[src/rtl/audio_i2s_tx.sv]
// audio_i2s_tx: buffers left/right samples and serialises them as a standard I2S stream
module audio_i2s_tx #(
  parameter int SAMPLE_WIDTH = 32,
  parameter int BCLK_DIV     = 4,
  parameter int FIFO_DEPTH   = 2
) (
  input  logic                    clock,
  input  logic                    reset_n,
  input  logic [SAMPLE_WIDTH-1:0] audio,
  input  logic                    audio_valid,
  output logic                    audio_ready,
  output logic                    i2s_bclk,
  output logic                    i2s_lrclk,
  output logic                    i2s_sdata,
  output logic                    underrun
);
  localparam int SW = $clog2(2 * SAMPLE_WIDTH);
  localparam int CW = (BCLK_DIV > 1) ? $clog2(BCLK_DIV) : 1;
  localparam int PW = $clog2(FIFO_DEPTH);
  localparam int OW = PW + 1;
  localparam logic [CW-1:0] CNT_LAST = CW'(BCLK_DIV - 1);
  localparam logic [SW-1:0] S_LAST   = SW'(2 * SAMPLE_WIDTH - 1);
  localparam logic [SW-1:0] S_RIGHT  = SW'(SAMPLE_WIDTH);
  localparam logic [SW-1:0] S_WS_BEG = SW'(SAMPLE_WIDTH - 1);
  localparam logic [SW-1:0] S_WS_END = SW'(2 * SAMPLE_WIDTH - 2);
  localparam logic [OW-1:0] OCC_FULL = OW'(FIFO_DEPTH);

  logic [CW-1:0]           cnt_q, cnt_d;
  logic                    bclk_q, bclk_d;
  logic [SW-1:0]           s_q, s_d;
  logic                    lrclk_q, lrclk_d;
  logic [SAMPLE_WIDTH-1:0] shift_q, shift_d;
  logic                    underrun_q, underrun_d;
  logic [OW-1:0]           occ_q, occ_d;
  logic [PW-1:0]           rd_q, rd_d;
  logic [PW-1:0]           wr_q, wr_d;
  logic [SAMPLE_WIDTH-1:0] mem_q [FIFO_DEPTH];
  logic [SAMPLE_WIDTH-1:0] mem_d [FIFO_DEPTH];
  logic                    tc;
  logic                    fall;
  logic                    load;
  logic                    empty;
  logic                    push;
  logic                    pop;

  // Free-running bit clock divider and slot counter; slot state only moves on falling events.
  always_comb begin
    tc      = cnt_q == CNT_LAST;
    cnt_d   = tc ? '0 : cnt_q + CW'(1);
    bclk_d  = tc ? ~bclk_q : bclk_q;
    fall    = tc && bclk_q;
    s_d     = !fall ? s_q : (s_q == S_LAST) ? '0 : s_q + SW'(1);
    load    = fall && (s_d == '0 || s_d == S_RIGHT);
    lrclk_d = fall ? (s_d >= S_WS_BEG && s_d <= S_WS_END) : lrclk_q;
  end

  // Sample FIFO: push on handshake, pop only when a slot load finds data waiting.
  always_comb begin
    empty       = occ_q == '0;
    audio_ready = occ_q < OCC_FULL;
    push        = audio_valid && audio_ready;
    pop         = load && !empty;
    occ_d       = occ_q + OW'(push) - OW'(pop);
    wr_d        = wr_q + PW'(push);
    rd_d        = rd_q + PW'(pop);
    mem_d       = mem_q;
    if (push) mem_d[wr_q] = audio;
  end

  // Output shifter: load the FIFO head (or silence) at slot start, else shift MSB-first.
  always_comb begin
    shift_d    = load ? (empty ? '0 : mem_q[rd_q]) : fall ? {shift_q[SAMPLE_WIDTH-2:0], 1'b0} : shift_q;
    underrun_d = load && empty;
  end

  // State registers; reset parks the slot counter so the first falling event starts the left slot.
  always_ff @(posedge clock or negedge reset_n) begin
    if (!reset_n) begin
      cnt_q      <= '0;
      bclk_q     <= 1'b0;
      s_q        <= S_LAST;
      lrclk_q    <= 1'b0;
      shift_q    <= '0;
      underrun_q <= 1'b0;
      occ_q      <= '0;
      rd_q       <= '0;
      wr_q       <= '0;
      mem_q      <= '{default: '0};
    end else begin
      cnt_q      <= cnt_d;
      bclk_q     <= bclk_d;
      s_q        <= s_d;
      lrclk_q    <= lrclk_d;
      shift_q    <= shift_d;
      underrun_q <= underrun_d;
      occ_q      <= occ_d;
      rd_q       <= rd_d;
      wr_q       <= wr_d;
      mem_q      <= mem_d;
    end
  end

  assign i2s_bclk  = bclk_q;
  assign i2s_lrclk = lrclk_q;
  assign i2s_sdata = shift_q[SAMPLE_WIDTH-1];
  assign underrun  = underrun_q;
endmodule

[config.mk]
export PLATFORM = sky130hd
export DESIGN_NAME = audio_i2s_tx
export DESIGN_NICKNAME = d
export VERILOG_FILES = /design/src/rtl/audio_i2s_tx.sv
export SDC_FILE = /design/constraint.sdc
export NUM_CORES = 1
export LEC_CHECK = 0
export ABC_AREA = 1
export CORE_ASPECT_RATIO = 0.6
export CORE_MARGIN = 3
export CORE_UTILIZATION = 40
export DETAILED_ROUTE_END_ITERATION = 8
export GPL_TIMING_DRIVEN = 0
export PLACE_DENSITY = 0.6
export SKIP_LAST_GASP = 1
export SLEW_MARGIN = 20
export SYNTH_ARGS = -nofsm -noshare
export SYNTH_HDL_FRONTEND = slang
export SYNTH_SLANG_ARGS = --single-unit
[constraint.sdc]
create_clock -name clock -period 3.1 [get_ports clock]
set_clock_uncertainty 0.15 [all_clocks]
set_input_delay 0.775 -clock clock [delete_from_list [all_inputs] [get_ports clock]]
set_output_delay 0.775 -clock clock [all_outputs]
set_load 0.03 [all_outputs]
Word-level counts from Yosys, hierarchy flattened
Index checks and enable logic that the tools add are counted.

word-level totals
  bits in registers = 111
  word-level logic and storage cells = 53
  input bits = 35
  output and inout bits = 5

operators by class
  mux-type cells = 12
  order comparisons = 6
  bitwise gates (word level) = 3
  eq/ne operators = 3
  reduce and logical (&&, ||, !) cells = 12
  add/subtract/negate cells = 6

operators with widths
  kind                 count
  $mux 32              7
  $bwmux 64            1
  $demux 32 s1         1
  $eq 6x6->1 const B   2
  $mux 6               2
  $logic_and 1x1->1    7
  $add 6x1->6 const B  1
  $ge 6x5->1 const B   1
  $le 6x6->1 const B   1
  $logic_not 6->1      1
  $ge 2x2->1 const B   2
  $not 1->2            2
  $add 1x1->1          2
  $add 2x1->2          1
  $add 2x1->2 const B  1
  $eq 2x2->1 const B   1
  $logic_not 2->1      1
  $lt 2x1->1 const B   1
  $lt 2x2->1 const B   1
  $mux 2               1
  $reduce_bool 2->1    1
  $sub 2x1->2          1
  $logic_not 1->1      1
  $logic_or 1x1->1     1
  $not 1->1            1

Logic depth before layout (Yosys ltp)
Gate-level depths: netlist (run 1).

  depth after elaboration = 8
  mapped depth = 14
  gate-level depth less buffers = 14

Least setup slack after synthesis (run 1)
OpenSTA, ideal clock, no wires.

  path kind = flip-flop to flip-flop
  start point = reg s_q[0]
  end point = reg occ_q[1]
  period minus slack after synthesis = 2.403 ns
  required time = 2.870 ns
  path buffers = 0
  library setup time = 0.080 ns
  slack = 0.697 ns
  cell stages (with the launch flop) = 15
  data arrival time = 2.173 ns
  path through = dfstp_2 ha_1 nand2_1 nor2_4 nand2_1 nand2_2 nand2_4 nor2_8 nand2_4 nor2_2 ha_1 inv_1 ha_1 xnor2_1 xor2_1

on the way
  word-level cells in the longest chain between the ends = 8
  elaborated cells on any way between the ends = 10
  those cells by class = add/sub: 2; eq/ne: 2; mux: 2; reduce/logical: 4

ends and longest elaborated chain
  item                                           line  text
  start, declared                                30    logic [SW-1:0] s_q, s_d;
  start signal, assigned                         81    s_q <= S_LAST;
  start signal, assigned                         92    s_q <= s_d;
  $add 6x1->6 or $eq 6x6->1 (tied branches)      52    s_d = !fall ? s_q : (s_q == S_LAST) ? '0 : s_q + SW'(1);
  $mux 6 * (2 in series)                         52
  named net s_d[4]                               30
  $eq 6x6->1 or $logic_not 6->1 (tied branches)  53    load = fall && (s_d == '0 || s_d == S_RIGHT);
  $logic_or 1x1->1 *                             53
  $logic_and 1x1->1 *                            53
  $logic_and 1x1->1 *                            62    pop = load && !empty;
  $sub 2x1->2 *                                  63    occ_d = occ_q + OW'(push) - OW'(pop);
  named net occ_d[1]                             34    logic [OW-1:0] occ_q, occ_d;
  end signal, assigned                           85    occ_q <= '0;
  end signal, assigned                           96    occ_q <= occ_d;
  end, declared                                  34

The timed path passes the listed nets; every way through them passes the cells marked *.
A chain may end at the register's enable or synchronous reset.

Final worst setup path (run 1)
  start point = in audio_valid
  end point = reg mem_q[46] (netlist bit)

on the way
  word-level cells in the longest chain between the ends = 1

ends and longest elaborated chain
  item                  line  text
  start, declared       10    input logic audio_valid,
  $logic_and 1x1->1     61    push = audio_valid && audio_ready;
  end signal, assigned  99    mem_q <= mem_d;
  end, declared         37    logic [SAMPLE_WIDTH-1:0] mem_q [FIFO_DEPTH];

No other way between the ends.

==> flow_summary.ini, run 1 <==
[critical_path]
end_kind = register
r2r-end = occ_q[1]$_DFF_PN0_
critical_path_class = input pin to register
crit_fanout = 10
worst-r2r-cell-count = 14
worstSetupStartpointType = input pin
cp.required_ps = 3180
cp-endpoint = mem_q[46]$_DFFE_PN0P_
rrSetupSlack_ps = 440
cp.arrival_ps = 2910
critical_path.startpoint = audio_valid
rr_startpoint = s_q[0]$_DFF_PN1_

[sta]
whs_ps = 153
maxSlewViolCount = 0
rsz0062_at_grt = false
tightest_slew_ps = 830
fmax_mhz = 354
slew_headroom_pct = 44.6
finalSetupViolations = 0
period_minus_slack_ps = 2830
period_share_pct = 91.2
final_hold_viol_count = 0

[cells_and_area]
final_common_cell = nand2_1
fillerInstances = 1160
final_cell_mix = 244 x nand2_1, 105 x dfrtp_1, 63 x mux2_2, 39 x nand3_1, 38 x clkdlybuf4s50_1
final_layout_size_suffix_gt1_share_pct = 17.4
post-route-cell-area_sq_um = 6210
stdcell_count = 796
area_delta_synth_final_pct = 17.4
fin_nets = 668
diodes = 0

[floorplan]
dieArea_sq_um = 14700
ios = 40
die_h_microns = 95.1
core_area_sq_um = 12500
initial_core_util_pct = 42.3
die_w_microns = 154
num_rows = 31

[yosys]
syn-instance-count = 576
ys_types = 29
ys_ff_latch = 111
synth_area_leaders = dfrtp_1 50%, nand2_1 17%, mux2_2 13%
yosysWarningCount = 0
synth_top_area_cell = dfrtp_1
synth_top_cell_area_share_pct = 49.7
syn-num-nets = 617
syn_avg_cell_area_sq_um = 9.18
syn_area_sq_um = 5290
seq_area_frac_synth_pct = 52.7

[clocking]
post_cts_buffers = 0
cts_tree = built
clock-sinks = 111
clk_pin_slew_worst_paths_ps = 70
cts_made_buffers = 9
cts_resized = 0
clk_latency_ps = 340
clockBufferDepth = 2
cts-hold-fix-buffers = 0
root_buffer = clkbuf_16
cts_htree_levels = 3

[route]
vias = 4081
drt_iter0_drc = 300
post_drt_wl_per_cell_microns = 15.1
wirelength_mm = 12.0
ant_nets = 0
post_drt_via_cell_ratio = 5.13
dr.pass1.iters = 5
drc = 0

[power]
finalPower_uw = 2700
p_leak_uw = 0.00313
vdd_drop_max_uv = 228
powerDensity_nw_per_um2 = 435

[global_routing]
antenna_found_initial = 0
first_global_vias = 4086
track_usage_pct = 17.6
grt_start_max_net_pins = 83
grt_overflow = 0
grt_pass1_wl_mm = 20.7

[place]
numPortBuffers = 39
dpl_cell_area_sq_um = 5910
dp.final_hpwl_mm = 8.33
placed_cells = 781
place_congestion = 0.811

[min_path]
holdCritPathClass = input pin to async pin

[run_status]
status = finished clean

[run]
maxCapViolCount = 0
[flip-flops by register name (all words and copies together), names as in the netlist]
register	count
i2s_lrclk	1
wr_q	1
i2s_bclk	1
s_q	6
shift_q	32
underrun	1
rd_q	1
cnt_q	2
mem_q	64
occ_q	2
[metal layers]
layer,wire length (microns),track usage (%),vias up
met3,557,3.76,14
met4,97,3.38,0
met2,5410,27.6,89
met5,0,0,-
li1,-,-,1952
met1,5960,25.4,2026
[cell usage after synthesis, drive strengths merged]
master,n
o21bai,1
a21oi,32
nand2,249
inv,17
xor2,1
nor3,1
xnor2,1
o21ai,5
ha,6
clkinv,1
dfstp,6
nor2,13
nand3,41
clkbuf,19
buf,15
mux2,63
dfrtp,105
[cells by family after synthesis]
family                     synth area share, %
AOI/OAI and AO/OA                         3.78
and+or+nand+nor                           23.8
buffers and inverters                     4.57
adders and majority gates                 1.42
xor gates and xnor gates                 0.331
muxes                                     13.4
DFF                                       52.7
[metrics by stage]
stage / util (%) / setup slack, ps / TNS [ps]
3_5_place_dp: 47.4 / -171 / -2500
4_1_cts: 49.7 / 179 / 0
2_1_floorplan: - / 697 / 0
6_report: 49.7 / 272 / 0
5_1_grt: 49.7 / 94.0 / 0
3_3_place_gp: 47.1 / -3050 / -330150
[how the worst min path moves through the flow]
| stage | startpoint | to | cells past startpoint |
|---|---|---|---|
| after global placement | cnt_q[0]$_DFF_PN0_ | cnt_q[0]$_DFF_PN0_ | 1 |
| final | reset_n | mem_q[42]$_DFFE_PN0P_ | 1 |
| after CTS | reset_n | mem_q[42]$_DFFE_PN0P_ | 1 |
| after detailed placement | cnt_q[0]$_DFF_PN0_ | cnt_q[0]$_DFF_PN0_ | 1 |
| after floorplan | cnt_q[0]$_DFF_PN0_ | cnt_q[0]$_DFF_PN0_ | 1 |
| after global routing | reset_n | mem_q[42]$_DFFE_PN0P_ | 1 |
[area by class of cell]
cell class	count	area [sq um]	share of cell area [%]
Inverter	18	68.8	1.11
Buffer	34	173	2.78
Timing Repair Buffer	40	419	6.75
Clock buffer	11	243	3.91
Multi-Input combinational cell	413	2260	36.4
Tap cell	165	206	3.32
Sequential cell	111	2790	44.9
Clock inverter	4	52.6	0.846
[where the power goes]
| group | leakage, uW | switching [uW] | internal (uW) | total, uW |
|---|---|---|---|---|
| clock | 0.000146 | 519 | 650 | 1170 |
| combinational | 0.00147 | 40.2 | 42.0 | 82.3 |
| sequential | 0.00151 | 0 | 1450 | 1450 |
[critical path, stage by stage]
cell and delay (ps):
clkdlybuf4s50_1 460, nand2_1 70, inv_1 80, ha_1 130, clkbuf_1 290, clkbuf_1 670
mux2_2 410
No activity file was read; power rests on OpenSTA's default activity.
==> run 2: changes to the inputs <==
==> constraint.sdc (replaced) <==
create_clock -name clock -period 2.8 [get_ports clock]
set_clock_uncertainty 0.15 [all_clocks]
set_input_delay 0.7 -clock clock [delete_from_list [all_inputs] [get_ports clock]]
set_output_delay 0.7 -clock clock [all_outputs]
set_load 0.01 [all_outputs]
==> run 2 against run 1 <==
Non-clock buffer count rose by 3; worst setup slack lost 120 ps; sequential power increased by 10%; clock-buffer cell count did not move; largest power group unchanged; highest routed layer unchanged; sequential share of layout area shrank 0.27 points.
==> flow_summary.ini, run 2 (synthesized netlist as in run 1, its figures left out) <==
[run_status]
status = finished clean

[cells_and_area]
fin_nets = 671
top_register = mem_q
largestRegisters = mem_q: 64 flops, shift_q: 32 flops, s_q: 6 flops
fillerInstances = 1154
final_layout_size_suffix_gt1_share_pct = 18.3
area_delta_synth_final_pct = 18.1
final_cell_mix = 243 x nand2_1, 105 x dfrtp_1, 63 x mux2_2, 39 x nand3_1, 38 x clkdlybuf4s50_1
final_common_cell = nand2_1
post-route-cell-area_sq_um = 6250
largest_reg_flops = 64
diodes = 0
utilization_pct = 50.0

[sta]
finalSetupViolations = 0
period_minus_slack_ps = 2650
setup_slack_ps = 155
fmax_mhz = 378
fin_setup_tns_ps = 0
rsz0062_at_grt = false
slew_headroom_pct = 54.8
maxSlewViolCount = 0
final_hold_viol_count = 0
period_share_pct = 94.5
tightest_slew_ps = 678

[power]
p_seq_share_pct = 53.7
p_int_uw = 2370
p_sw_share_pct = 20.7
netSwitchingPower_uw = 618
p_comb_share_pct = 3.1
p_leak_uw = 0.00317
p_clk_share_pct = 43.3
vdd_drop_max_uv = 253
powerDensity_nw_per_um2 = 478

[global_routing]
antenna_found_initial = 0
grt_overflow = 0
grt_pass1_wl_mm = 20.7
first_global_vias = 4083
grt_start_max_net_pins = 83
track_usage_pct = 17.6

[route]
ant_nets = 0
drc = 0
post_drt_wl_per_cell_microns = 15.1
wirelength_mm = 12.0
drt_iter0_drc = 274
vias = 4024
dr.pass1.iters = 4
post_drt_via_cell_ratio = 5.04

[critical_path]
critical_path_class = input pin to register
crit_fanout = 10
rrSetupSlack_ps = 230
cp.required_ps = 2880
r2r-end = occ_q[1]$_DFF_PN0_
rr_startpoint = s_q[0]$_DFF_PN1_
critical_path.startpoint = audio_valid
worstSetupStartpointType = input pin
cp-endpoint = mem_q[9]$_DFFE_PN0P_
worst-r2r-cell-count = 14
end_kind = register
cp.arrival_ps = 2720

[clocking]
clockBufferDepth = 2
cts_htree_levels = 3
clock-sinks = 111
clk_pin_slew_worst_paths_ps = 70
root_buffer = clkbuf_16
clk_latency_ps = 340
cts_made_buffers = 9
cts-hold-fix-buffers = 0
cts_tree = built

[floorplan]
num_rows = 31
ios = 40
die_w_microns = 154
die_h_microns = 95.1
initial_core_util_pct = 42.3
dieArea_sq_um = 14700
core_area_sq_um = 12500

[place]
dpl_cell_area_sq_um = 5910
place_ws_ps = -396
place_congestion = 0.811
numPortBuffers = 39
dp.final_hpwl_mm = 8.33

[run]
maxCapViolCount = 0

[min_path]
holdCritPathClass = input pin to async pin
==> run 2: cell count changes in the layout (fill, tap and decap cells not counted) <==
cell / previous run / this run
buf_4: 2 / 5
clkbuf_2: 0 / 2
buf_1: 3 / 2
clkbuf_1: 20 / 19
nand2_1: 244 / 243
nand2_4: 2 / 3
nor2_2: 1 / 0
nor2_4: 1 / 2
==> run 2: worst min path at each step <==
stage | from | cells past startpoint | end | slack (ps)
floorplan | reset_n | 0 | cnt_q[0]$_DFF_PN0_ | 250
global placement | cnt_q[0]$_DFF_PN0_ | 1 | cnt_q[0]$_DFF_PN0_ | 260
detailed placement | cnt_q[0]$_DFF_PN0_ | 1 | cnt_q[0]$_DFF_PN0_ | 270
CTS | reset_n | 1 | mem_q[42]$_DFFE_PN0P_ | 80
global route | reset_n | 1 | mem_q[42]$_DFFE_PN0P_ | 90
finish | reset_n | 1 | mem_q[42]$_DFFE_PN0P_ | 80
==> run 2: what timing repair did <==
action                     in CTS  in global routing
setup endpoints to repair      10                 11
pin swaps                       0                  1
gates resized for setup         1                  5
setup buffers                   0                  3
==> run 2: final cells by class <==
type,instances,area [sq um],area share [%]
clock inverter,4,52.6,0.841
sequential,111,2790,44.6
multi-input combinational,413,2270,36.4
buffer,34,175,2.80
timing repair buffer,43,442,7.07
clock buffer,11,243,3.89
inverter,18,68.8,1.10
tap,165,206,3.30
==> run 2: power groups by stage <==
stage / Clock (uW) / Sequential (uW) / Combinational [uW]
after CTS: 1330 / 1600 / 93.9
final: 1290 / 1600 / 91.3
after global placement: 0 / 1630 / 85.2
after detailed placement: 0 / 1630 / 93.3
after floorplan: 0 / 1630 / 0.759
after global routing: 1390 / 1600 / 102
==> run 2: critical path: stages <==
cell and delay, ps:
clkdlybuf4s50_1 460, nand2_1 70, inv_1 80, ha_1 130, clkbuf_1 290, buf_1 570
mux2_2 410
==> run 2: per-stage QoR <==
step                      power [uW]  std cells  hold slack, ps
after floorplan                 1630        576             253
after global placement          1720        780             264
after detailed placement        1730        781             271
after CTS                       3020        796            79.1
after global routing            3100        799            86.2
final                           2990        799            78.6
==> run 2: per-layer routing <==
layer	vias up	global-route usage [%]	wire length [microns]
met1	1976	25.5	6060
met3	4	3.85	566
met5	-	0	0
met2	82	27.5	5360
li1	1962	-	-
met4	0	3.60	44
==> run 3: changes to the inputs <==
--- a/config.mk
+++ b/config.mk
@@ -13,7 +13,7 @@
 export GPL_TIMING_DRIVEN = 0
 export PLACE_DENSITY = 0.6
 export SKIP_LAST_GASP = 1
-export SLEW_MARGIN = 20
+export SLEW_MARGIN = 0
 export SYNTH_ARGS = -nofsm -noshare
 export SYNTH_HDL_FRONTEND = slang
 export SYNTH_SLANG_ARGS = --single-unit
==> run 3 against run 2 <==
Design area about the same; first-iteration DRC count decreased by 16%; worst setup slack improved by 17 ps; global-route usage increased by 0.071 points; utilization about the same; maximum frequency increased by 0.67%; largest power group unchanged.
==> flow_summary.ini, run 3 (synthesized netlist as in run 1, its figures left out) <==
[power]
p_clk_share_pct = 43.9
powerDensity_nw_per_um2 = 483
p_seq_share_pct = 53.1
p_leak_uw = 0.00315
netSwitchingPower_uw = 617
p_int_uw = 2400
p_comb_share_pct = 3.0
p_sw_share_pct = 20.5
vdd_drop_max_uv = 261

[global_routing]
track_usage_pct = 17.7
grt_pass1_wl_mm = 20.9
grt_start_max_net_pins = 66
antenna_found_initial = 0
first_global_vias = 4184
grt_overflow = 0

[route]
post_drt_via_cell_ratio = 5.03
vias = 4020
drt_iter0_drc = 231
wirelength_mm = 12.0
dr.pass1.iters = 4
post_drt_wl_per_cell_microns = 15.0
ant_nets = 0
drc = 0

[floorplan]
die_h_microns = 95.1
num_rows = 31
core_area_sq_um = 12500
initial_core_util_pct = 42.3
ios = 40
die_w_microns = 154
dieArea_sq_um = 14700

[cells_and_area]
final_common_cell = nand2_1
fillerInstances = 1153
top_register = mem_q
utilization_pct = 50.1
post-route-cell-area_sq_um = 6250
largest_reg_flops = 64
diodes = 0
fin_nets = 671
final_layout_size_suffix_gt1_share_pct = 18.3
area_delta_synth_final_pct = 18.2
largestRegisters = mem_q: 64 flops, shift_q: 32 flops, s_q: 6 flops
final_cell_mix = 243 x nand2_1, 105 x dfrtp_1, 63 x mux2_2, 39 x nand3_1, 38 x clkdlybuf4s50_1
stdcell_count = 800

[place]
placed_cells = 781
dpl_cell_area_sq_um = 5910
dp.final_hpwl_mm = 8.30
numPortBuffers = 39
place_congestion = 0.811

[clocking]
root_buffer = clkbuf_16
cts_htree_levels = 3
cts_made_buffers = 9
clockBufferDepth = 2
clock-sinks = 111
clk_pin_slew_worst_paths_ps = 70
cts_tree = built
clk_latency_ps = 340

[sta]
tightest_slew_ps = 665
rsz0062_at_grt = false
fmax_mhz = 381
maxSlewViolCount = 0
finalSetupViolations = 0
period_share_pct = 93.9
period_minus_slack_ps = 2630
slew_headroom_pct = 55.7
final_hold_viol_count = 0
whs_ps = 233

[critical_path]
worst-r2r-cell-count = 12
rrSetupSlack_ps = 170
worstSetupStartpointType = register
path_common_cell = ha_1
cp.required_ps = 2920
rr_startpoint = cnt_q[0]$_DFF_PN0_
crit_fanout = 8
path_buf_inv = 2
cp-endpoint = occ_q[1]$_DFF_PN0_
cp.arrival_ps = 2750
crit_family = simple AND/OR/NAND/NOR gates
cp_num_cells = 12
crit_path_cell_trace = ha_1 > nand2_2 > clkinv_2 > nand3_1 > nand3_2 > nand2_4 > nor2_4 > ha_1 > inv_1 > ha_1 > xnor2_1 > xor2_1
critical_path.startpoint = cnt_q[0]$_DFF_PN0_
critPathMaxStageDelay_ps = 380
cpMaxStageDelayCell = dfrtp_1
r2r-end = occ_q[1]$_DFF_PN0_
critical_path_class = register to register
end_kind = register

[run_status]
status = finished clean

[min_path]
holdCritPathClass = input pin to async pin

[run]
maxCapViolCount = 0
-- run 3: cell types whose count changed in the layout (fill, tap and decap cells not counted), sizes merged --
cell	change
clkinv	-1
clkbuf	+2
-- run 3: per-stage QoR --
step	setup slack, ps	TNS (ps)	total power (uW)
after CTS	30.0	0	3050
after floorplan	399	0	1630
after detailed placement	-388	-12580	1730
after global placement	-3270	-364600	1720
final	172	0	3020
after global routing	30.5	0	3140
-- run 3: power groups by stage --
stage	registers [uW]	logic, uW	clock network (uW)
floorplan	1630	0.759	0
global placement	1630	85.2	0
detailed placement	1630	92.5	0
CTS	1600	93.1	1360
global route	1600	101	1440
finish	1600	90.4	1320
-- run 3: layer usage --
layer | up-vias | part of all wire (%) | track usage (%)
met5 | - | 0 | 0
met4 | 0 | 0.49 | 3.82
met3 | 5 | 3.9 | 3.99
met2 | 59 | 45 | 27.7
met1 | 1993 | 51 | 25.3
li1 | 1963 | - | -
-- run 3: repair_timing --
action / 4_1_cts / 5_1_grt
pin swaps: 0 / 1
hold buffers: 0 / 0
gates resized for setup: 1 / 4
setup buffers: 0 / 3
endpoints found under the setup margin: 10 / 11
-- run 3: how the worst min path moves through the flow --
stage | from | endpoint | slack [ps] | depth (start not counted)
floorplan | reset_n | cnt_q[0]$_DFF_PN0_ | 250 | 0
global placement | cnt_q[0]$_DFF_PN0_ | cnt_q[0]$_DFF_PN0_ | 260 | 1
detailed placement | cnt_q[0]$_DFF_PN0_ | cnt_q[0]$_DFF_PN0_ | 270 | 1
CTS | reset_n | mem_q[42]$_DFFE_PN0P_ | 250 | 1
global route | reset_n | mem_q[12]$_DFFE_PN0P_ | 260 | 1
finish | reset_n | mem_q[42]$_DFFE_PN0P_ | 230 | 1
-- run 3: layout make-up --
cell class,count,area (sq um),area share (%)
Sequential cell,111,2790,44.6
Multi-Input combinational cell,413,2270,36.3
Timing Repair Buffer,43,438,7.01
Clock buffer,13,260,4.16
Tap cell,165,206,3.30
Buffer,34,175,2.80
Inverter,18,68.8,1.10
Clock inverter,3,47.5,0.761
